### src/rtl/uart_tx_sched.sv
// uart_tx_sched
// Transmit-side controller for the core's 9-bit UART port. Bytes strobed on
// uart_in are queued in a small FIFO and serialised onto an 8N1 line (idle
// high, LSB first) using a programmable bit period. A one-cycle completion
// strobe carrying the byte is raised when each frame's stop bit ends.
//
// Ports:
//   clock       system clock, all state changes on the rising edge
//   reset       synchronous, active-high reset
//   uart_in     [8] write strobe (one byte per cycle while high), [7:0] byte
//   tx          serial line, registered
//   busy        high whenever the frame FSM is not idle
//   fifo_count  queued bytes (0..FIFO_DEPTH), the byte in flight excluded
//   overflow    sticky flag, set when a strobed byte had to be dropped
//   sent        [8] one-cycle pulse at end of stop bit, [7:0] that byte
module uart_tx_sched #(
  parameter int CLKS_PER_BIT = 4,
  parameter int FIFO_DEPTH   = 8,
  parameter int ADDR_W       = 3
) (
  input  logic              clock,
  input  logic              reset,
  input  logic [8:0]        uart_in,
  output logic              tx,
  output logic              busy,
  output logic [ADDR_W:0]   fifo_count,
  output logic              overflow,
  output logic [8:0]        sent
);

  typedef enum logic [1:0] {
    S_IDLE  = 2'd0,
    S_START = 2'd1,
    S_DATA  = 2'd2,
    S_STOP  = 2'd3
  } state_e;

  localparam int CNT_W = $clog2(CLKS_PER_BIT);
  localparam logic [CNT_W-1:0]  CNT_LAST   = CNT_W'(CLKS_PER_BIT - 1);
  localparam logic [CNT_W-1:0]  CNT_ZERO   = CNT_W'(0);
  localparam logic [CNT_W-1:0]  CNT_ONE    = CNT_W'(1);
  localparam logic [ADDR_W:0]   COUNT_FULL = (ADDR_W + 1)'(FIFO_DEPTH);
  localparam logic [ADDR_W:0]   COUNT_ZERO = (ADDR_W + 1)'(0);
  localparam logic [ADDR_W:0]   COUNT_ONE  = (ADDR_W + 1)'(1);
  localparam logic [ADDR_W-1:0] PTR_ZERO   = ADDR_W'(0);
  localparam logic [ADDR_W-1:0] PTR_ONE    = ADDR_W'(1);

  // FSM and datapath state
  state_e            state_q, state_d;
  logic [CNT_W-1:0]  cnt_q, cnt_d;
  logic [2:0]        bit_q, bit_d;
  logic [7:0]        shift_q, shift_d;
  logic              tx_q, tx_d;
  logic              busy_q, busy_d;
  logic [8:0]        sent_q, sent_d;

  // FIFO state
  logic [7:0]        mem_q [FIFO_DEPTH];
  logic [ADDR_W-1:0] wr_q, wr_d;
  logic [ADDR_W-1:0] rd_q, rd_d;
  logic [ADDR_W:0]   count_q, count_d;
  logic              ovf_q, ovf_d;

  logic              last_cycle_s;
  logic              pop_s;
  logic              push_s;
  logic              push_ok_s;
  logic [7:0]        head_s;

  // Pop / push qualification shared by the FIFO and the FSM
  always_comb begin
    last_cycle_s = (cnt_q == CNT_LAST);
    // A pop is only taken when the line is free: idle, or the very last
    // stop-bit cycle so consecutive frames run back to back.
    pop_s = (count_q != COUNT_ZERO) &&
            ((state_q == S_IDLE) || ((state_q == S_STOP) && last_cycle_s));
    push_s = uart_in[8];
    // A full queue still accepts a byte if the head leaves on the same edge.
    push_ok_s = push_s && ((count_q != COUNT_FULL) || pop_s);
    head_s = mem_q[rd_q];
  end

  // FIFO pointer, occupancy and overflow next-state
  always_comb begin
    wr_d    = wr_q;
    rd_d    = rd_q;
    count_d = count_q;
    ovf_d   = ovf_q;
    if (push_ok_s) begin
      wr_d = wr_q + PTR_ONE;
    end else begin
      wr_d = wr_q;
    end
    if (pop_s) begin
      rd_d = rd_q + PTR_ONE;
    end else begin
      rd_d = rd_q;
    end
    if (push_s && !push_ok_s) begin
      ovf_d = 1'b1;
    end else begin
      ovf_d = ovf_q;
    end
    case ({push_ok_s, pop_s})
      2'b10:   count_d = count_q + COUNT_ONE;
      2'b01:   count_d = count_q - COUNT_ONE;
      default: count_d = count_q;
    endcase
  end

  // Frame FSM: next state, bit timing and completion strobe
  always_comb begin
    state_d = state_q;
    cnt_d   = cnt_q;
    bit_d   = bit_q;
    shift_d = shift_q;
    sent_d  = 9'h000;
    case (state_q)
      S_IDLE: begin
        cnt_d = CNT_ZERO;
        bit_d = 3'd0;
        if (pop_s) begin
          state_d = S_START;
          shift_d = head_s;
        end else begin
          state_d = S_IDLE;
        end
      end
      S_START: begin
        if (last_cycle_s) begin
          state_d = S_DATA;
          cnt_d   = CNT_ZERO;
          bit_d   = 3'd0;
        end else begin
          cnt_d = cnt_q + CNT_ONE;
        end
      end
      S_DATA: begin
        if (last_cycle_s) begin
          cnt_d = CNT_ZERO;
          if (bit_q == 3'd7) begin
            state_d = S_STOP;
            bit_d   = 3'd0;
          end else begin
            bit_d = bit_q + 3'd1;
          end
        end else begin
          cnt_d = cnt_q + CNT_ONE;
        end
      end
      S_STOP: begin
        if (last_cycle_s) begin
          cnt_d  = CNT_ZERO;
          sent_d = {1'b1, shift_q};
          if (pop_s) begin
            state_d = S_START;
            shift_d = head_s;
          end else begin
            state_d = S_IDLE;
          end
        end else begin
          cnt_d = cnt_q + CNT_ONE;
        end
      end
      default: begin
        state_d = S_IDLE;
        cnt_d   = CNT_ZERO;
        bit_d   = 3'd0;
      end
    endcase
  end

  // Line level and busy follow the state being entered so both are registered
  always_comb begin
    tx_d   = 1'b1;
    busy_d = (state_d != S_IDLE);
    case (state_d)
      S_IDLE:  tx_d = 1'b1;
      S_START: tx_d = 1'b0;
      S_DATA:  tx_d = shift_d[bit_d];
      S_STOP:  tx_d = 1'b1;
      default: tx_d = 1'b1;
    endcase
  end

  // Control and datapath registers
  always_ff @(posedge clock) begin
    if (reset) begin
      state_q <= S_IDLE;
      cnt_q   <= CNT_ZERO;
      bit_q   <= 3'd0;
      shift_q <= 8'h00;
      tx_q    <= 1'b1;
      busy_q  <= 1'b0;
      sent_q  <= 9'h000;
      wr_q    <= PTR_ZERO;
      rd_q    <= PTR_ZERO;
      count_q <= COUNT_ZERO;
      ovf_q   <= 1'b0;
    end else begin
      state_q <= state_d;
      cnt_q   <= cnt_d;
      bit_q   <= bit_d;
      shift_q <= shift_d;
      tx_q    <= tx_d;
      busy_q  <= busy_d;
      sent_q  <= sent_d;
      wr_q    <= wr_d;
      rd_q    <= rd_d;
      count_q <= count_d;
      ovf_q   <= ovf_d;
    end
  end

  // Queue storage; stale entries are unreachable once the pointers reset
  always_ff @(posedge clock) begin
    if (push_ok_s) begin
      mem_q[wr_q] <= uart_in[7:0];
    end
  end

  assign tx         = tx_q;
  assign busy       = busy_q;
  assign fifo_count = count_q;
  assign overflow   = ovf_q;
  assign sent       = sent_q;

endmodule

### config.mk
export PLATFORM = sky130hd
export DESIGN_NAME = uart_tx_sched
export DESIGN_NICKNAME = d
export VERILOG_FILES = /design/src/rtl/uart_tx_sched.sv
export SDC_FILE = /design/constraint.sdc
export NUM_CORES = 1
export LEC_CHECK = 0
export ABC_AREA = 1
export BUFFER_PORTS_ARGS = -buffer_cell sky130_fd_sc_hd__buf_2
export CAP_MARGIN = 30
export CORE_ASPECT_RATIO = 1.2
export CORE_UTILIZATION = 40
export CTS_CLUSTER_DIAMETER = 50
export DETAILED_ROUTE_END_ITERATION = 8
export PLACE_DENSITY_LB_ADDON = 0.08
export SYNTH_ARGS = -nofsm -noshare
export SYNTH_HDL_FRONTEND = slang
export SYNTH_SLANG_ARGS = --single-unit
### constraint.sdc
create_clock -name clock -period 7 [get_ports clock]
set_input_delay 2.1 -clock clock [delete_from_list [all_inputs] [get_ports clock]]
set_output_delay 2.1 -clock clock [all_outputs]
set_load 0.02 [all_outputs]
# Word-level counts from Yosys, hierarchy flattened
# Memories as Yosys holds them, arrays and structs flattened. A register that Yosys moved wholly into a read port is not among the register bits.
# Cells that the tools add are included.
dict set report word_totals {
  output_inout_bits 16
  latchBits 0
  in_bits 11
  romBits 0
  elab_cells 73
  mem_bits_rw 64
  memories 1
  reg_bits 37
}
# memory words word_bits rd rd_clocked_by_memory_dff write_ports line
set mem_list {}
lappend mem_list {mem_q 8 8 1 1 1 58} ;# logic [7:0] mem_q [FIFO_DEPTH];
dict set report classes {
  magnitude_cmp 1
  reduce_logical 16
  n_shift 0
  n_addsub 6
  bitwise 2
  mul 0
  muxes 24
  div 0
  eq_ne 11
}
# op count
set op_table {}
lappend op_table {{$mux 8} 2}
lappend op_table {{$pmux 8 s2} 1}
lappend op_table {{$mux 3} 5}
lappend op_table {{$eq 2x2->1 const B} 6}
lappend op_table {{$mux 2} 5}
lappend op_table {{$add 3x1->3 const B} 3}
lappend op_table {{$mux 9} 1}
lappend op_table {{$pmux 3 s3} 1}
lappend op_table {{$pmux 2 s4} 1}
lappend op_table {{$pmux 4 s2} 1}
lappend op_table {{$eq 2x1->1 const B} 3}
lappend op_table {{$reduce_or 3->1} 2}
lappend op_table {{$add 4x1->4 const B} 1}
lappend op_table {{$logic_and 1x1->1} 4}
lappend op_table {{$logic_not 2->1} 2}
lappend op_table {{$lt 3x4->1 const B} 1}
lappend op_table {{$mux 1} 4}
lappend op_table {{$ne 4x4->1 const B} 1}
lappend op_table {{$pmux 2 s2} 1}
lappend op_table {{$reduce_bool 2->1} 2}
lappend op_table {{$reduce_bool 4->1} 1}
lappend op_table {{$reduce_or 2->1} 2}
lappend op_table {{$sub 4x1->4 const B} 1}
lappend op_table {{$bmux 1 s3} 1}
lappend op_table {{6 further kinds} 8}

# Logic depth before layout (Yosys ltp)
dict set report logic_depth {
  depth_word 10
  mapped_depth 17
  ltp_nobuf 17
}

# Worst setup path after synthesis
# No wires, ideal clock.
dict set report synth_timing {
  path_type {in2reg}
  from {input port uart_in[8]}
  to {register count_q[3] (netlist: fifo_count[3])}
  setup_ns 0.119
  slack_ns 3.444
  arrival_ns 3.437
  path_buffers 0
  required_ns 6.881
  cell_stages 11
  path_cell_list {nand2_1 ha_1 ha_1 nand2_1 nor2_1 a211oi_1 nor2_1 nor2_1 nand2_1 o21ai_0 a21oi_1}
}
dict set report synth_via {
  elab_chain_len 3
  elab_cells_between_ends 5
  cone_classes {eq/ne (2); mux (1); reduce/logical (2)}
}
# element line
set synth_lines {}
lappend synth_lines {{from (decl)} 23} ;# input logic [8:0] uart_in,
lappend synth_lines {{$logic_and 1x1->1 *} 79} ;# push_ok_s = push_s && ((count_q != COUNT_FULL) || pop_s);
lappend synth_lines {{$eq 2x1->1 or $eq 2x2->1 (tied branches)} 104} ;# case ({push_ok_s, pop_s})
lappend synth_lines {{$pmux 4 s2 or $reduce_bool 2->1 (tied branches)} --}
lappend synth_lines {{to (signal assigned)} 210} ;# count_q <= count_d;
lappend synth_lines {{to (decl)} 61} ;# logic [ADDR_W:0] count_q, count_d;
# Mark *: on every way between the ends. The rest lies on a longest branch, timed or not.
# A chain may end at the register's enable or synchronous reset.

# Worst setup path after layout
# Ends and elaborated chain as after synthesis.

==> impl_metrics.toml <==
[outcome]
result_of_the_run = "finished, violations left"
failed_checks = "design-rule violations"

[synth]
synth_enable_flop_cells = 64
synth_async_sr_flop_share_pct = 0
fraction_of_synthesized_cell_area_in_xor_and_xnor_cells_pct = 0.198
synth.ff_latch_count = 104
postSynthNetCount = 480
dominant_combinational_cell_family_by_area_after_synthesis = "simple AND/OR/NAND/NOR gates"
number_of_library_cell_types_mapped_by_synthesis = 27
synthesis.yosys.warnings = 0
dominantRegCellSynth = "edfxtp_1"
postSynthAreaPerCell_um2 = 9.78
post_synthesis_cells = 452
seq_area_frac_synth_pct = 61.6
post_synth_fa_ha_maj_area_fraction_pct = 4.98
post_synth_instance_area_mm2 = 0.00442
post_synth_and_or_nand_nor_area_fraction_pct = 23.0
synth_compound_gate_area_share_pct = 4.42
multiplexer_fraction_of_the_synthesized_cell_area_pct = 0

[pwr]
sequentialPowerShare_pct = 42.1
power.density_cell_area_mw_per_mm2 = 382
internal-power_mw = 1.20
design_power_total_mw = 1.88
power.switching_uw = 680
power_frac_clock_pct = 25.6
comb_power_share_pct = 32.3
peak_supply_drop_v = 0.000156
power.leakage_nw = 2.01
switching_part_of_the_total_pct = 36.2

[critical_path]
worst-path-stages = 12
critical_path.endpoint_type = "register"
worstSetupStartpointType = "input pin"
rrSetupSlack_ns = 4.21
timing.critical_path.slowest_cell_delay_ns = 0.33
r2r.worst_path.cells = 16
cell_by_cell_trace_of_the_critical_path = "buf_2 -> nand2_1 -> ha_1 -> ha_1 -> nand2_1 -> nor2_1 -> a211oi_1 -> nor2_1 -> nor2_1 -> nand2_1 -> o21ai_0 -> a21oi_1"
cp.buffers_inverters = 1
crit_slowest_cell = "ha_1"
crit_fanout = 6
crit_arrival_ns = 3.72
worst_r2r_startpoint = "state_q[1]$_SDFF_PP0_"
worstSetupPathType = "in -> reg"
crit_family = "adder cells"
required_time_reported_for_the_critical_path_endpoint_ns = 7.23
crit-reg2reg-capture = "fifo_count[3]$_SDFFE_PP0P_"

[sta]
worst_hold_margin_ns = 0.422
period_share_pct = 49.8
report.final.hold_viol_count = 0
worstMarginPinSlew_ns = 0.706
setup_tns_ns = 0
max_freq_mhz = 287
setup_viol_count_final = 0
post_route_minimum_period_ns = 3.49
timing_max_transition_violations_final = 0
unrepaired_setup_endpoints_after_global_routing = "false"
fin_ws_ns = 3.51
worst_slew_margin_rel_pct = 52.8
finClkSkew_ns = 0.00714

[final_layout]
flow.area_growth_from_synthesis_pct = 11.4
proportion_of_layout_cells_with_a_drive_suffix_above_1_pct = 11.0
most-common-layout-cells = "nand2_1 (124), edfxtp_1 (64), nand3_1 (61)"
final-seq-area_mm2 = 0.00272
num_antenna_cells = 0
final_common_cell = "nand2_1"
layout.filler_cells = 974
final_nets = 505
multi_input_comb_area_mm2 = 0.00144

[floorplanning]
die_width_um = 98.0
floorplan.rows = 41
dieArea_mm2 = 0.0115
floorplan.io_pins = 27
die_h_um = 117
core_region_area_mm2 = 0.0106
floorplan.initialDensity_pct = 41.6

[hold_path]
whs_path_depth = 1
hp-start = "cnt_q[0]$_SDFF_PP0_"
path_category_of_the_worst_min_delay_check = "reg -> reg"
min_to = "cnt_q[0]$_SDFF_PP0_"

[cts]
htreeDepth = 3
cts-root-buf = "clkbuf_16"
cts_setup_buffers = 0
postCtsResizedCells = 0
tritoncts_clock_tree = "yes"
clock_sink_count = 104
post_cts_hold_buffers = 0
clk_pin_slew_worst_paths_ns = 0.07
clock_latency_ns = 0.34
tritoncts.num_buffers = 9
ctsLongestPathBuffers = 2

[placed_design]
place.gp.congestion = 0.824
number_of_port_buffers = 26
post-place-ws_ns = 3.17
dpl.hpwl_mm = 6.49

[global_routing]
globalRoute.totalOverflow = 0
gr-usage-all-layers_pct = 17.1
grt_max_degree = 33
antenna_found_initial = 0
grt_pass1_vias = 2820
grt_pass1_wl_mm = 14.2

[detailed_routing]
drtAntennaViolNets = 0
firstDrtPassIters = 6
route.detailed.wl_per_inst_um = 15.0
drt_iter0_drc = 135
num_vias = 2999
total_wirelength_of_the_detailed_routed_design_mm = 9.17
post-route-drc-count = 2
drt-vias-per-instance = 4.91

[flow_run]
maxCapViolations = 0
[sequential cells by signal (all words and copies together) (netlist names), named ones only]
signal      flops
rd_q            3
cnt_q           2
bit_q           3
shift_q         8
fifo_count      4
mem_q          64
wr_q            3
busy            1
state_q         2
overflow        1
tx              1
sent            9
[per-stage QoR]
stage               area (um^2)  instances  utilization, %
global route               4920        611            46.4
finish                     4920        611            46.4
floorplan                  4420        452               -
CTS                        4920        611            46.4
detailed placement         4640        595            43.7
global placement           4620        594            43.5
[cells in the mapped netlist (2+ instances only)]
cell type	n	share of area, %
nand2_1	124	11
edfxtp_1	64	43
nand3_1	61	6.9
inv_1	41	3.5
nor2_1	41	3.5
dfxtp_1	40	18
a21oi_1	18	2.0
ha_1	16	4.5
o21ai_0	14	1.6
buf_2	5	0.57
buf_4	5	0.85
inv_2	4	0.34
nand2_2	4	0.57
buf_6	2	0.51
[kinds of logic after synthesis]
family,Yosys count
and+or+nand+nor,236
AOI/OAI and AO/OA,36
DFF,104
adders and majority gates,17
buffers and inverters,58
xor gates and xnor gates,1
[worst max path at each step]
stage / startpoint / end / slack [ns]
floorplan: uart_in[8] / fifo_count[3]$_SDFFE_PP0P_ / 3.44
global placement: uart_in[8] / fifo_count[3]$_SDFFE_PP0P_ / 3.23
detailed placement: uart_in[8] / fifo_count[3]$_SDFFE_PP0P_ / 3.17
CTS: uart_in[8] / fifo_count[3]$_SDFFE_PP0P_ / 3.54
global route: uart_in[8] / fifo_count[3]$_SDFFE_PP0P_ / 3.35
finish: uart_in[8] / fifo_count[3]$_SDFFE_PP0P_ / 3.51
[layer usage]
layer | up-vias | share of wire [%] | global-route usage (%)
met4 | 0 | 1.8 | 7.27
met2 | 53 | 51 | 30.6
met5 | - | 0 | 0
li1 | 1538 | - | -
met3 | 10 | 3.8 | 3.56
met1 | 1398 | 43 | 20.2
[worst reg2reg max path, delay by kind of cell (launching register included)]
kind / cells / cell delay, ns
fa+ha+maj: 3 / 0.95
simple gates: 10 / 0.89
compound gates: 3 / 0.44
flops: 1 / 0.41
[power groups by stage]
stage	registers (mW)	logic [mW]	clock network (mW)
2_1_floorplan	0.786	0.484	0
3_3_place_gp	0.817	0.587	0
3_5_place_dp	0.806	0.609	0
4_1_cts	0.792	0.614	0.490
5_1_grt	0.802	0.693	0.517
6_report	0.790	0.608	0.481
[area by class of cell]
cell class                      count  share of cell area, %
Multi-Input combinational cell    290                   29.2
Sequential cell                   104                   55.3
Clock buffer                       13                   5.51
Timing Repair Buffer               27                   2.95
Inverter                           45                   3.43
Tap cell                          129                   3.28
Clock inverter                      3                  0.305
No activity file was read; power rests on OpenSTA's default activity.
